### config.mk
export PLATFORM = sky130hd
export DESIGN_NAME = ahb_slave_pipeline
export DESIGN_NICKNAME = d
export VERILOG_FILES = /design/src/rtl/ahb_slave_pipeline.sv
export SDC_FILE = /design/constraint.sdc
export NUM_CORES = 1
export LEC_CHECK = 0
export ABC_CLOCK_PERIOD_IN_PS = 3000
export CAP_MARGIN = 20
export CORE_MARGIN = 2
export CORE_UTILIZATION = 48
export DETAILED_ROUTE_END_ITERATION = 10
export PLACE_DENSITY_LB_ADDON = 0.25
export SLEW_MARGIN = 25
export SYNTH_ARGS = -nofsm -noshare
export SYNTH_HDL_FRONTEND = slang
export SYNTH_SLANG_ARGS = --single-unit
### constraint.sdc
create_clock -name hclk -period 3 [get_ports hclk]
set_input_delay 0.3 -clock hclk [delete_from_list [all_inputs] [get_ports hclk]]
set_output_delay 0.3 -clock hclk [all_outputs]
set_load 0.01 [all_outputs]
### src/rtl/ahb_slave_pipeline.sv
`default_nettype none
// +------------------------------------------------------------------------+
// | Module   : ahb_slave_pipeline                                          |
// | Desc     : AHB-side front end of the AHB-to-APB bridge: address decode, |
// |            address/data pipeline, ERROR response and burst checking.    |
// |            Define AHB_WRAP_BURST_EN to enable WRAP4/8/16 address checks.|
// | Revision : 1.0                                                         |
// +------------------------------------------------------------------------+
module ahb_slave_pipeline #(
    parameter logic [31:0] SLV0_BASE   = 32'h8000_0000,
    parameter logic [31:0] SLV1_BASE   = 32'h8400_0000,
    parameter logic [31:0] SLV2_BASE   = 32'h8800_0000,
    parameter int          REGION_BITS = 26
) (
    input  logic        hclk,
    input  logic        hreset,
    input  logic        hwrite,
    input  logic        hreadyin,
    input  logic [1:0]  htrans,
    input  logic [2:0]  hburst,
    input  logic [2:0]  hsize,
    input  logic [31:0] haddr,
    input  logic [31:0] hwdata,
    input  logic        burst_err_clr,
    output logic        valid,
    output logic [2:0]  tempsel,
    output logic [31:0] haddr1,
    output logic [31:0] haddr2,
    output logic [31:0] hwdata1,
    output logic [31:0] hwdata2,
    output logic        hwritereg,
    output logic [1:0]  hresp,
    output logic        hready_err,
    output logic [4:0]  beat_cnt,
    output logic        burst_err
);

    typedef enum logic [1:0] {
        E_IDLE = 2'd0,
        E_ERR1 = 2'd1,
        E_ERR2 = 2'd2
    } err_state_e;

    localparam logic [1:0] c_TRANS_IDLE = 2'b00;

    err_state_e  err_state_q, err_state_d;
    logic [31:0] haddr1_q, haddr2_q, hwdata1_q, hwdata2_q;
    logic        hwritereg_q;
    logic [1:0]  hresp_q;
    logic        hready_err_q;
    logic [4:0]  beat_cnt_q, beat_cnt_d;
    logic [4:0]  len_q, len_d;
    logic [31:0] exp_addr_q, exp_addr_d;
    logic        burst_err_q, burst_err_d;

    logic        w_hit0, w_hit1, w_hit2;
    logic [2:0]  w_tempsel;
    logic        w_acc, w_unmapped, w_valid;
    logic [4:0]  w_len;
    logic        w_is_wrap;
    logic [31:0] w_step, w_incr, w_next;
    logic        w_set;

    // ------------------------------------------------------------------
    // Address decode and accept
    // ------------------------------------------------------------------
    assign w_hit0 = (haddr[31:REGION_BITS] == SLV0_BASE[31:REGION_BITS]);
    assign w_hit1 = (haddr[31:REGION_BITS] == SLV1_BASE[31:REGION_BITS]);
    assign w_hit2 = (haddr[31:REGION_BITS] == SLV2_BASE[31:REGION_BITS]);

    always_comb begin
        w_tempsel = 3'b000;
        if (w_hit0)      w_tempsel = 3'b001;
        else if (w_hit1) w_tempsel = 3'b010;
        else if (w_hit2) w_tempsel = 3'b100;
    end

    assign w_acc      = hreadyin & htrans[1] & (err_state_q != E_ERR1);
    assign w_unmapped = (w_tempsel == 3'b000);
    assign w_valid    = w_acc & ~w_unmapped;

    // ------------------------------------------------------------------
    // Address / data pipeline, gated only by hreadyin
    // ------------------------------------------------------------------
    always_ff @(posedge hclk) begin
        if (hreset) begin
            haddr1_q    <= 32'd0;
            haddr2_q    <= 32'd0;
            hwdata1_q   <= 32'd0;
            hwdata2_q   <= 32'd0;
            hwritereg_q <= 1'b0;
        end else if (hreadyin) begin
            haddr1_q    <= haddr;
            haddr2_q    <= haddr1_q;
            hwdata1_q   <= hwdata;
            hwdata2_q   <= hwdata1_q;
            hwritereg_q <= hwrite;
        end
    end

    // ------------------------------------------------------------------
    // Two-cycle ERROR response FSM
    // ------------------------------------------------------------------
    always_ff @(posedge hclk) begin
        if (hreset) begin
            err_state_q  <= E_IDLE;
            hresp_q      <= 2'b00;
            hready_err_q <= 1'b1;
        end else begin
            err_state_q  <= err_state_d;
            hresp_q      <= (err_state_d == E_IDLE) ? 2'b00 : 2'b01;
            hready_err_q <= (err_state_d != E_ERR1);
        end
    end

    always_comb begin
        err_state_d = err_state_q;
        case (err_state_q)
            E_IDLE:  if (w_acc & w_unmapped) err_state_d = E_ERR1;
            E_ERR1:  err_state_d = E_ERR2;
            E_ERR2:  err_state_d = (w_acc & w_unmapped) ? E_ERR1 : E_IDLE;
            default: err_state_d = E_IDLE;
        endcase
    end

    // ------------------------------------------------------------------
    // Burst tracker
    // ------------------------------------------------------------------
    always_comb begin
        w_len     = 5'd0;
        w_is_wrap = 1'b0;
        case (hburst)
            3'b000:  w_len = 5'd1;
            3'b001:  w_len = 5'd0;
            3'b010:  begin w_len = 5'd4;  w_is_wrap = 1'b1; end
            3'b011:  w_len = 5'd4;
            3'b100:  begin w_len = 5'd8;  w_is_wrap = 1'b1; end
            3'b101:  w_len = 5'd8;
            3'b110:  begin w_len = 5'd16; w_is_wrap = 1'b1; end
            default: w_len = 5'd16;
        endcase
    end

    assign w_step = 32'd1 << hsize;
    assign w_incr = haddr + w_step;

`ifdef AHB_WRAP_BURST_EN
    logic        wrap_q, wrap_d;
    logic [4:0]  w_adv_len;
    logic        w_adv_wrap;
    logic [31:0] w_mask;

    // A successful SEQ has haddr == exp_addr, so haddr is the current beat either way
    assign w_adv_len  = htrans[0] ? len_q  : w_len;
    assign w_adv_wrap = htrans[0] ? wrap_q : w_is_wrap;
    assign w_mask     = ({27'd0, w_adv_len} << hsize) - 32'd1;
    assign w_next     = w_adv_wrap ? ((haddr & ~w_mask) | (w_incr & w_mask)) : w_incr;

    always_ff @(posedge hclk) begin
        if (hreset) wrap_q <= 1'b0;
        else        wrap_q <= wrap_d;
    end
`else
    assign w_next = w_incr;
`endif

    always_comb begin
        beat_cnt_d = beat_cnt_q;
        len_d      = len_q;
        exp_addr_d = exp_addr_q;
        w_set      = 1'b0;
`ifdef AHB_WRAP_BURST_EN
        wrap_d     = wrap_q;
`endif
        if (w_valid) begin
            if (!htrans[0]) begin
                beat_cnt_d = 5'd1;
                len_d      = w_len;
                exp_addr_d = w_next;
                if (hsize > 3'b010) w_set = 1'b1;
`ifdef AHB_WRAP_BURST_EN
                wrap_d     = w_is_wrap;
`else
                if (w_is_wrap) w_set = 1'b1;
`endif
            end else if ((beat_cnt_q == 5'd0) || (haddr != exp_addr_q) ||
                         ((len_q != 5'd0) && (beat_cnt_q == len_q))) begin
                w_set = 1'b1;
            end else begin
                if (beat_cnt_q != 5'd31) beat_cnt_d = beat_cnt_q + 5'd1;
                exp_addr_d = w_next;
            end
        end else if (w_acc) begin
            beat_cnt_d = 5'd0;
        end else if (hreadyin && (htrans == c_TRANS_IDLE)) begin
            beat_cnt_d = 5'd0;
        end

        if (w_set)              burst_err_d = 1'b1;
        else if (burst_err_clr) burst_err_d = 1'b0;
        else                    burst_err_d = burst_err_q;
    end

    always_ff @(posedge hclk) begin
        if (hreset) begin
            beat_cnt_q  <= 5'd0;
            len_q       <= 5'd0;
            exp_addr_q  <= 32'd0;
            burst_err_q <= 1'b0;
        end else begin
            beat_cnt_q  <= beat_cnt_d;
            len_q       <= len_d;
            exp_addr_q  <= exp_addr_d;
            burst_err_q <= burst_err_d;
        end
    end

    assign valid      = w_valid;
    assign tempsel    = w_tempsel;
    assign haddr1     = haddr1_q;
    assign haddr2     = haddr2_q;
    assign hwdata1    = hwdata1_q;
    assign hwdata2    = hwdata2_q;
    assign hwritereg  = hwritereg_q;
    assign hresp      = hresp_q;
    assign hready_err = hready_err_q;
    assign beat_cnt   = beat_cnt_q;
    assign burst_err  = burst_err_q;

endmodule
`default_nettype wire

==> Implementation_results.wiki <==
{| class="wikitable"
! Metric !! Value
|-
| Initial cell density of the core || 48.9%
|-
| Number of primary I/O pins || 219
|-
| Seq cells post-synth || 175
|-
| Simple-gate share of the synthesized area || 14.6%
|-
| GP Congestion || 0.859
|-
| Area Overhead vs Synth || 39.9%
|-
| Ratio of total power to cell area || 494 nW/µm²
|-
| Worst skew pair latency || 0.43 ns
|-
| Number of nets with antenna violations after routing || 0
|-
| Worst clock skew || 0.00677 ns
|-
| Capture instance of the worst register-to-register path || exp_addr_q[27]$_SDFFE_PP0P_
|-
| XOR/XNOR Fraction of Synth Area || 6.93%
|-
| Worst Hold Path Cells || 3
|-
| Number of rows in the core area || 46
|-
| Via count of the first global-routing pass || 6047
|-
| Average detailed-routed wire length per instance || 16.1 µm
|-
| Port Buffers || 217
|-
| Number of vias in the routed layout || 6375
|-
| Max-cap violations || 0
|-
| Global Route Usage Sum || 23.0%
|-
| Count of flip-flops with a built-in enable after synthesis || 0
|-
| Clock root buffer master || clkbuf_16
|-
| Time the worst path needs with I/O delays and setup || 2.70 ns
|-
| Register clock-pin slew on the reported worst setup and hold paths || 0.07 ns
|-
| Startpoint of the tightest hold check path || hreadyin
|-
| Total routed wirelength || 19900 µm
|-
| CTS tree || done
|-
| Data arrival, critical path || 2.40 ns
|-
| Number of buffers on the longest clock path || 2
|-
| Share of synthesized area spent on multiplexers || 16.9%
|-
| Net count after synthesis || 873
|-
| Antenna violations before repair || 0
|-
| Synthesized-area fraction occupied by ao, oa, aoi and oai cells || 10.2%
|-
| Area of the core region || 15800 µm²
|-
| Layout cell share with drive strength beyond 1 || 10.4%
|-
| Maximum achievable frequency || 0.371 GHz
|-
| Layout net count || 1095
|-
| Count of buffers added by post-CTS timing repair for setup || 0
|-
| Worst min-delay path endpoint || hwdata2[29]$_SDFFE_PP0P_
|-
| Placed wire-length estimate after detailed placement || 14300 µm
|-
| Number of CTS-inserted buffers || 17
|-
| Pre-CTS setup slack || -0.0332 ns
|-
| Category of the critical setup timing path || input port to primary output
|-
| Clock Sink Count || 175
|-
| Number of standard cells after synthesis || 784
|-
| Initial detailed-routing violation count || 356
|-
| Outcome || completed
|-
| Synth warnings || 0
|-
| Adder and majority cell fraction of the synthesized area || 2.05%
|-
| Power Total || 5.33 mW
|-
| Dominant combinational cell family by area after synthesis || multiplexers
|-
| Share of the clock period used by the worst path || 89.9%
|-
| Die extent in x || 131 µm
|-
| Most instantiated flip-flop cell in the synthesis netlist || dfxtp_1
|-
| Final number of setup-violating endpoints || 0
|-
| Worst Slack Setup Final || 0.304 ns
|-
| Antenna cell count || 0
|-
| Required time at the worst-slack endpoint || 2.70 ns
|-
| Depth of the worst register-to-register path || 8
|-
| Die ar. || 17100 µm²
|-
| Crit start category || input port
|-
| Max-slew violation count || 0
|-
| Maximum net fanout on the critical path || 4
|-
| First-pass GRT wire length || 30900 µm
|-
| Drc violations || 0
|-
| Reg-to-reg startpoint || beat_cnt[0]$_SDFFE_PP0P_
|-
| DIE HEIGHT || 131 µm
|-
| Total of hold buffers inserted after clock tree synthesis || 0
|-
| Class of the worst hold path || input port to register
|-
| IR drop worst, VDD || 359 µV
|-
| Fraction of registers with async set or reset after synthesis || 0%
|-
| Smallest hold slack || 0.301 ns
|-
| Cts repair resizes || 0
|-
| Commonest non-fill, non-tap cell in the layout || clkdlybuf4s50_1
|-
| Netlist area before placement || 7710 µm²
|-
| Part of the Yosys area used for sequential elements || 45.4%
|-
| Static leakage || 4.27 nW
|-
| Worst R2R Setup Slack || 0.58 ns
|-
| Number of detailed-route iterations in the first pass || 4
|-
| H-tree Lvls || 4
|-
| Crit. End Element || primary output
|-
| Largest net degree at the start of global routing || 91
|-
| Top library cells by usage in the layout, fill and taps aside || clkdlybuf4s50_1, dfxtp_1, nor2_1, mux2i_1, xnor2_1
|-
| Number of distinct standard cells referenced by the synthesized netlist || 59
|-
| Hold Violations, Final || 0
|-
| Tightest slew margin relative to the limit || 41.2%
|-
| Mean post-synth cell area || 9.83 µm²
|-
| Total placed instance area || 10200 µm²
|-
| Worst-Margin Slew || 0.883 ns
|-
| Per-cell via count in the routed design || 5.16
|-
| Number of filler instances in the final layout || 1331
|-
| Unrepaired setup endpoints after global routing || false
|-
| Final std cell area, no fill || 10800 µm²
|-
| Aggregate global routing overflow || 0
|}
critical path, cell delays in order:
cell,delay (ns)
clkdlybuf4s50_1,0.48
or4b_4,0.61
a21oi_4,0.19
nand4_4,0.12
clkinv_2,0.10
clkdlybuf4s50_1,0.59
layout make-up:
| type | instances | area (µm²) | area share, % |
|---|---|---|---|
| repair buffers | 256 | 2500 | 23.2 |
| inverters | 9 | 35.0 | 0.325 |
| flip-flops and latches | 175 | 3500 | 32.5 |
| well taps | 216 | 270 | 2.51 |
| clock inverters | 14 | 120 | 1.11 |
| clock buffers | 18 | 439 | 4.07 |
| multi-input cells | 547 | 3910 | 36.3 |
state kept, by name (all words and copies together) (netlist names):
signal       cells
hwritereg        1
len_q            4
err_state_q      2
haddr1          32
hwdata2         32
haddr2          32
exp_addr_q      32
beat_cnt         5
burst_err        1
hwdata1         32
hresp            1
hready_err       1
power breakdown:
group | switching, mW | leakage, nW | internal (mW)
sequential | 0.0568 | 1.43 | 2.41
clock | 0.994 | 0.269 | 1.11
combinational | 0.355 | 2.58 | 0.406
worst max path at each step:
stage,endpoint,cells past startpoint,start
floorplan,exp_addr_q[22]$_SDFFE_PP0P_,9,hsize[2]
global placement,exp_addr_q[22]$_SDFFE_PP0P_,9,hsize[2]
detailed placement,exp_addr_q[22]$_SDFFE_PP0P_,9,hsize[1]
CTS,valid,6,haddr[28]
global route,exp_addr_q[22]$_SDFFE_PP0P_,9,hsize[1]
finish,valid,6,haddr[28]
synth_stat cells, drive strengths merged, types with 2 or more instances:
| library cell | instances | area share, % |
|---|---|---|
| nor2 | 141 | 7.1 |
| o21ai | 19 | 1.2 |
| o211ai | 5 | 0.49 |
| xor2 | 13 | 1.5 |
| nor4 | 3 | 0.32 |
| a21oi | 47 | 3.7 |
| nor3b | 9 | 0.88 |
| a22o | 2 | 0.23 |
| and3b | 2 | 0.23 |
| ha | 11 | 1.8 |
| or4b | 3 | 0.44 |
| a211oi | 25 | 3.1 |
| nand4 | 19 | 1.7 |
| xnor2 | 48 | 5.5 |
| mux2i | 130 | 17 |
| nand3b | 3 | 0.29 |
| a21boi | 2 | 0.19 |
| a31oi | 2 | 0.24 |
| nand2b | 3 | 0.24 |
| nor3 | 7 | 0.45 |
| a21o | 4 | 0.39 |
| inv | 8 | 0.39 |
| nand2 | 12 | 0.62 |
| and3 | 6 | 0.49 |
| dfxtp | 175 | 45 |
| nor2b | 2 | 0.16 |
| clkbuf | 19 | 0.93 |
| buf | 34 | 2.4 |
| nand3 | 14 | 0.91 |
cells by family (layout without fill, tap and decap cells):
group,count (synthesis),count (layout)
AND/OR/NAND/NOR,232,232
flip-flops,175,175
multiplexers,130,130
AO/OA/AOI/OAI,111,111
buffers and inverters,62,297
XOR/XNOR,61,61
adder cells (fa/ha/maj),12,12
other,1,1
metal layers:
| metal | part of all wire, % | GRT usage [%] |
|---|---|---|
| met3 | 6.2 | 4.89 |
| met4 | 2.0 | 7.63 |
| met1 | 45 | 30.0 |
| met2 | 47 | 38.0 |
| met5 | 0 | 0 |
stage by stage:
step | setup TNS (ns) | cells | util (%)
CTS | 0 | 1235 | 68.4
floorplan | 0 | 784 | -
global placement | 0 | 1203 | 64.8
detailed placement | -0.0601 | 1203 | 64.8
global route | 0 | 1235 | 68.4
finish | 0 | 1235 | 68.4
Power figures use the tool's default switching activity.
